`src/rtl/wr_dest_pipe_pkg.sv`:
```
// Shared definitions for the destination-register forwarding pipe.
// Register-number width, zero register and forwarding-select codes.
package wr_dest_pipe_pkg;

  localparam int DEF_RN_W        = 5;
  localparam int DEF_STALL_CNT_W = 16;
  localparam logic [DEF_RN_W-1:0] ZERO_RN = '0;

  typedef enum logic [1:0] {
    FW_NOP = 2'd0,
    FW_ALU = 2'd1,
    FW_MEM = 2'd2
  } fw_sel_e;

endpackage

```
`src/rtl/wr_dest_pipe_stage_reg.sv`:
```
// One {we, rn, extra} pipeline stage with sync reset, hold and bubble.
// Reset wins over hold; hold wins over bubble.
module wr_stage_reg #(
  parameter int RN_W = 5
) (
  input  logic            clk,
  input  logic            rst,
  input  logic            i_hold,
  input  logic            i_bubble,
  input  logic            i_we,
  input  logic [RN_W-1:0] i_rn,
  input  logic            i_extra,
  output logic            o_we,
  output logic [RN_W-1:0] o_rn,
  output logic            o_extra
);

  logic            r_we;
  logic [RN_W-1:0] r_rn;
  logic            r_extra;

  always_ff @(posedge clk) begin
    if (rst) begin
      r_we    <= 1'b0;
      r_rn    <= '0;
      r_extra <= 1'b0;
    end else if (!i_hold) begin
      if (i_bubble) begin
        r_we    <= 1'b0;
        r_rn    <= '0;
        r_extra <= 1'b0;
      end else begin
        r_we    <= i_we;
        r_rn    <= i_rn;
        r_extra <= i_extra;
      end
    end
  end

  assign o_we    = r_we;
  assign o_rn    = r_rn;
  assign o_extra = r_extra;

endmodule

```
`src/rtl/wr_dest_pipe.sv`:
```
// Destination-register pipe EX/MEM/WB feeding the forwarding unit,
// with load-use hazard detection and a saturating stall counter.
module wr_dest_pipe
  import wr_dest_pipe_pkg::*;
#(
  parameter int RN_W        = DEF_RN_W,
  parameter int STALL_CNT_W = DEF_STALL_CNT_W
) (
  input  logic                   clk,
  input  logic                   rst,
  input  logic [RN_W-1:0]        id_rd_i,
  input  logic                   id_we_i,
  input  logic                   id_load_i,
  input  logic [RN_W-1:0]        id_rs_i,
  input  logic [RN_W-1:0]        id_rt_i,
  input  logic                   id_rs_use_i,
  input  logic                   id_rt_use_i,
  input  logic                   pause_i,
  input  logic                   flush_i,
  output logic                   alu_we,
  output logic [RN_W-1:0]        fw_alu_rn,
  output logic                   mem_We,
  output logic [RN_W-1:0]        fw_mem_rn,
  output logic                   wb_we_o,
  output logic [RN_W-1:0]        wb_rn_o,
  output logic                   ld_stall_o,
  output logic [STALL_CNT_W-1:0] ld_stall_cnt_o
);

  logic                   w_ex_load;
  logic                   w_id_we;
  logic                   w_hit_rs;
  logic                   w_hit_rt;
  logic                   w_ld_stall;
  logic                   w_mem_unused;
  logic                   w_wb_unused;
  logic [STALL_CNT_W-1:0] r_cnt;

  // r0 is hardwired, so a write to it must never look forwardable
  assign w_id_we = id_we_i & (id_rd_i != '0);

  assign w_hit_rs   = id_rs_use_i & (id_rs_i == fw_alu_rn);
  assign w_hit_rt   = id_rt_use_i & (id_rt_i == fw_alu_rn);
  assign w_ld_stall = w_ex_load & alu_we & (w_hit_rs | w_hit_rt);
  assign ld_stall_o = w_ld_stall;

  wr_stage_reg #(.RN_W(RN_W)) u_ex (
    .clk      (clk),
    .rst      (rst),
    .i_hold   (pause_i),
    .i_bubble (flush_i | w_ld_stall),
    .i_we     (w_id_we),
    .i_rn     (id_rd_i),
    .i_extra  (id_load_i),
    .o_we     (alu_we),
    .o_rn     (fw_alu_rn),
    .o_extra  (w_ex_load)
  );

  wr_stage_reg #(.RN_W(RN_W)) u_mem (
    .clk      (clk),
    .rst      (rst),
    .i_hold   (pause_i),
    .i_bubble (1'b0),
    .i_we     (alu_we),
    .i_rn     (fw_alu_rn),
    .i_extra  (1'b0),
    .o_we     (mem_We),
    .o_rn     (fw_mem_rn),
    .o_extra  (w_mem_unused)
  );

  wr_stage_reg #(.RN_W(RN_W)) u_wb (
    .clk      (clk),
    .rst      (rst),
    .i_hold   (pause_i),
    .i_bubble (1'b0),
    .i_we     (mem_We),
    .i_rn     (fw_mem_rn),
    .i_extra  (1'b0),
    .o_we     (wb_we_o),
    .o_rn     (wb_rn_o),
    .o_extra  (w_wb_unused)
  );

  always_ff @(posedge clk) begin
    if (rst) begin
      r_cnt <= '0;
    end else if (!pause_i && w_ld_stall && (r_cnt != '1)) begin
      r_cnt <= r_cnt + 1'b1;
    end
  end

  assign ld_stall_cnt_o = r_cnt;

endmodule

```
`config.mk`:
```
export PLATFORM = sky130hd
export DESIGN_NAME = wr_dest_pipe
export DESIGN_NICKNAME = d
export VERILOG_FILES = /design/src/rtl/wr_dest_pipe_pkg.sv /design/src/rtl/wr_dest_pipe_stage_reg.sv /design/src/rtl/wr_dest_pipe.sv
export SDC_FILE = /design/constraint.sdc
export NUM_CORES = 1
export LEC_CHECK = 0
export ABC_AREA = 1
export BUFFER_PORTS_ARGS = -buffer_cell sky130_fd_sc_hd__buf_2
export CAP_MARGIN = 20
export CORE_UTILIZATION = 51
export CTS_CLUSTER_SIZE = 40
export DETAILED_ROUTE_END_ITERATION = 16
export GPL_TIMING_DRIVEN = 0
export PLACE_DENSITY = 0.81
export SYNTH_ARGS = -nofsm -noshare
export SYNTH_HDL_FRONTEND = slang
export SYNTH_SLANG_ARGS = --single-unit
```
`constraint.sdc`:
```
create_clock -name clk -period 1.62 [get_ports clk]
set_input_delay 0 -clock clk [delete_from_list [all_inputs] [get_ports clk]]
set_output_delay 0 -clock clk [all_outputs]
set_load 0.005 [all_outputs]
```
==> flow_results.xml <==
<?xml version="1.0" encoding="UTF-8"?>
<metrics>
  <group name="setup_path">
    <metric name="worst-endpoint-required" unit="ns">1.62</metric>
    <metric name="endpoint_kind" unit="">output pin</metric>
    <metric name="critical_path_arrival" unit="ns">1.53</metric>
    <metric name="worstSetupPathType" unit="">reg -&gt; out</metric>
    <metric name="critical_path.max_fanout" unit="">8</metric>
    <metric name="start_kind" unit="">flip-flop</metric>
  </group>
  <group name="layout">
    <metric name="antenna_cells_inserted" unit="">0</metric>
    <metric name="seq_area" unit="um2">723.2</metric>
    <metric name="drive_above_1_share" unit="">0.3278</metric>
    <metric name="multi_input_comb_area" unit="mm2">0.001079</metric>
    <metric name="n_fill_cell" unit="">285</metric>
    <metric name="layout.cell_area.non_filler" unit="mm2">0.002465</metric>
    <metric name="fin_nets" unit="">383</metric>
    <metric name="final-instance-count-excl-fill" unit="">406</metric>
    <metric name="syn_to_final_growth" unit="%">32.21</metric>
  </group>
  <group name="global_routing">
    <metric name="grt_pass1_vias" unit="">1909</metric>
    <metric name="grt_first_pass_wirelength" unit="mm">7.983</metric>
    <metric name="grt_antenna_before_repair" unit="">0</metric>
    <metric name="overall_fraction_of_global_route_tracks_in_use" unit="">0.2537</metric>
    <metric name="global_route.overflow_total" unit="">0</metric>
    <metric name="largest_net_degree_at_the_start_of_global_routing" unit="">12</metric>
  </group>
  <group name="clock_network">
    <metric name="worstSkewPairLatency" unit="ns">0.34</metric>
    <metric name="tritoncts" unit="">done</metric>
    <metric name="clock_path_buffers" unit="">2</metric>
    <metric name="tritoncts.num_buffers" unit="">5</metric>
    <metric name="cts.clk_slew.worst_paths" unit="ns">0.10</metric>
    <metric name="cts_sinks" unit="">35</metric>
    <metric name="cts_max_level" unit="">2</metric>
    <metric name="buffer_cell_driving_the_clock_tree_root" unit="">sky130_fd_sc_hd__clkbuf_4</metric>
  </group>
  <group name="placed_design">
    <metric name="hpwl" unit="mm">3.157</metric>
    <metric name="detailed_place.area" unit="mm2">0.002202</metric>
    <metric name="placedCellCount" unit="">388</metric>
    <metric name="place_congestion" unit="">0.8565</metric>
    <metric name="placement.io_buffers" unit="">56</metric>
  </group>
  <group name="sta">
    <metric name="clock-skew-final" unit="ns">0.009151</metric>
    <metric name="final_period_utilization" unit="">0.9454</metric>
    <metric name="setup_viol_count_final" unit="">0</metric>
    <metric name="worst_slew_margin_rel" unit="">0.6541</metric>
    <metric name="report.final.slew_viol_count" unit="">0</metric>
    <metric name="max_freq" unit="MHz">652.9</metric>
    <metric name="tns" unit="ns">0</metric>
    <metric name="grt_setup_unrepaired" unit="">yes</metric>
    <metric name="tightestPinTransition" unit="ns">0.5188</metric>
    <metric name="min_period" unit="ns">1.532</metric>
    <metric name="final_hold_viol_count" unit="">0</metric>
  </group>
  <group name="power">
    <metric name="power-per-cell-area" unit="mW/mm2">710.4</metric>
    <metric name="report.power.total" unit="mW">1.751</metric>
    <metric name="power.static_leakage" unit="nW">1.220</metric>
    <metric name="worst_ir_drop_vdd" unit="V">0.0005127</metric>
  </group>
  <group name="yosys">
    <metric name="ys_types" unit="">25</metric>
    <metric name="synth_area" unit="mm2">0.001864</metric>
    <metric name="synthTopCellsByArea" unit="">sky130_fd_sc_hd__dfxtp_1, sky130_fd_sc_hd__nand2_1, sky130_fd_sc_hd__nor2_1, sky130_fd_sc_hd__inv_1, sky130_fd_sc_hd__nor2_2</metric>
    <metric name="postSynthNetCount" unit="">310</metric>
    <metric name="ys_seq_elements" unit="">35</metric>
    <metric name="netlist.area_leader.share" unit="">0.3758</metric>
    <metric name="netlist.top_cell.by_area" unit="">sky130_fd_sc_hd__dfxtp_1</metric>
    <metric name="syn_inst" unit="">286</metric>
    <metric name="synth.yosys.warnings" unit="">0</metric>
    <metric name="syn_area_per_cell" unit="um2">6.518</metric>
    <metric name="synth_seq_area_share" unit="">0.3758</metric>
  </group>
  <group name="route">
    <metric name="via_count" unit="">2002</metric>
    <metric name="postRouteWirelength" unit="mm">4.554</metric>
    <metric name="routed_via_density" unit="">4.931</metric>
    <metric name="detailedRoute.firstIterationViolations" unit="">91</metric>
    <metric name="final_antenna_net_count" unit="">0</metric>
    <metric name="drc" unit="">0</metric>
    <metric name="routed_wire_length_per_instance" unit="um">11.22</metric>
    <metric name="detail_route.first_pass.iterations" unit="">4</metric>
  </group>
  <group name="die">
    <metric name="die-area" unit="mm2">0.003901</metric>
    <metric name="cell_row_count" unit="">21</metric>
    <metric name="chipWidth" unit="um">62.46</metric>
    <metric name="placeableCoreArea" unit="mm2">0.003416</metric>
    <metric name="io-pin-count" unit="">58</metric>
    <metric name="die_h" unit="um">62.46</metric>
    <metric name="floorplan.initialDensity" unit="">0.5458</metric>
  </group>
  <group name="worst_hold_path">
    <metric name="worst_hold_path_type" unit="">in -&gt; reg</metric>
  </group>
  <group name="status">
    <metric name="outcome" unit="">finished clean</metric>
  </group>
  <group name="job">
    <metric name="timing.max_cap.violations" unit="">0</metric>
  </group>
</metrics>
## through the flow
stage | util | hold WS (ns) | setup WS [ns]
3_3_place_gp | 0.6447 | 0.2791 | 0.04960
2_1_floorplan | - | 0.1632 | 0.1591
3_5_place_dp | 0.6447 | 0.2865 | 0.01129
4_1_cts | 0.6956 | 0.02404 | 0.04173
6_report | 0.7216 | 0.03567 | 0.08847
5_1_grt | 0.7216 | 0.03517 | -0.05456
## cells in the final DEF, fill, tap and decap left out, drive strengths merged
cell type,Yosys,final
dlygate4sd3,0,8
clkbuf,3,9
nand2,82,82
nor2,72,72
bufinv,0,1
a31oi,1,1
o21ai,14,14
ha,1,1
dfxtp,35,35
o21bai,1,1
a21oi,12,12
inv,34,34
xor2,2,2
buf,3,60
clkinv,0,1
nand3,16,16
nand4,9,10
nor3,1,1
## worst paths after layout
| check | endpoint | startpoint | cells after the start | slack, ns |
|---|---|---|---|---|
| min reg2reg | u_ex.o_extra$_SDFFE_PP0N_ | u_ex.o_extra$_SDFFE_PP0N_ | 2 | 0.48 |
| min | u_wb.o_we$_SDFFE_PP0N_ | pause_i | 3 | 0.04 |
| max reg2reg | ld_stall_cnt_o[14]$_SDFFE_PP0P_ | ld_stall_cnt_o[0]$_SDFFE_PP0P_ | 10 | 0.10 |
| max | ld_stall_o | u_ex.o_rn[3]$_SDFFE_PP0N_ | 9 | 0.09 |
## state kept, by name, indices dropped and copies added (netlist names)
signal and count:
u_ex.o_rn 5, u_ex.o_extra 1, u_mem.o_rn 5, ld_stall_cnt_o 16, u_mem.o_we 1, u_wb.o_we 1, u_ex.o_we 1, u_wb.o_rn 5
## cells in the mapped netlist
cell type                  count
sky130_fd_sc_hd__buf_2         1
sky130_fd_sc_hd__nand4_4       2
sky130_fd_sc_hd__a31oi_1       1
sky130_fd_sc_hd__nor3_1        1
sky130_fd_sc_hd__a21oi_1      12
sky130_fd_sc_hd__nand3_4       1
sky130_fd_sc_hd__nor2_4        2
sky130_fd_sc_hd__nand4_2       1
sky130_fd_sc_hd__nand3_2       2
sky130_fd_sc_hd__nand2_1      81
sky130_fd_sc_hd__o21ai_0      13
sky130_fd_sc_hd__nor2_1       55
sky130_fd_sc_hd__buf_1         2
sky130_fd_sc_hd__o21ai_1       1
sky130_fd_sc_hd__xor2_1        2
sky130_fd_sc_hd__nand2_4       1
sky130_fd_sc_hd__inv_1        29
sky130_fd_sc_hd__nand4_1       6
sky130_fd_sc_hd__o21bai_1      1
sky130_fd_sc_hd__clkbuf_1      3
sky130_fd_sc_hd__ha_1          1
sky130_fd_sc_hd__nand3_1      13
sky130_fd_sc_hd__inv_2         5
sky130_fd_sc_hd__nor2_2       15
sky130_fd_sc_hd__dfxtp_1      35
## cell type report
| cell class | count | share of cell area |
|---|---|---|
| repair buffers | 65 | 0.1492 |
| multi-input cells | 212 | 0.4376 |
| well taps | 46 | 0.02335 |
| plain buffers | 6 | 0.009645 |
| flip-flops and latches | 35 | 0.2934 |
| inverters | 34 | 0.05178 |
| clock buffers | 6 | 0.02081 |
| clock inverters | 2 | 0.01421 |
## report_power, final
group	switching [mW]	internal, mW	total [mW]
combinational	0.102	0.0847	0.187
sequential	0.0178	0.881	0.898
clock	0.301	0.365	0.666
## critical path, cell delays in order, from the launching register on
cell and delay, ns:
sky130_fd_sc_hd__dfxtp_2 0.37, sky130_fd_sc_hd__inv_2 0.05, sky130_fd_sc_hd__nand2_1 0.05, sky130_fd_sc_hd__nand2_1 0.07
sky130_fd_sc_hd__nor2_2 0.11, sky130_fd_sc_hd__nand3_2 0.10, sky130_fd_sc_hd__nand2_4 0.13, sky130_fd_sc_hd__nand2_2 0.13
sky130_fd_sc_hd__inv_1 0.08, sky130_fd_sc_hd__buf_2 0.10
## cell families (layout without fill, tap and decap cells)
family | Yosys count | after routing | synth area share
AOI/OAI and AO/OA | 28 | 28 | 0.07718
xor gates and xnor gates | 2 | 2 | 0.009398
adders and majority gates | 1 | 1 | 0.006710
buffers and inverters | 40 | 113 | 0.08121
DFF | 35 | 35 | 0.3758
and+or+nand+nor | 180 | 181 | 0.4497
## metal layers
layer,global-route usage,vias to the layer above,routed length (um)
met3,0.05474,6,211
li1,-,1042,-
met2,0.4552,54,2269
met4,0.07558,0,57
met1,0.2993,900,2015
met5,0,-,0
## timing repair
action,in CTS,in global routing
setup buffers,0,1
gates resized for setup,5,24
hold buffers,8,0
gates cloned,0,1
setup endpoints to repair,3,16
hold endpoints to repair,7,0
pin swaps,0,5
(Power assumes the default switching activity.)
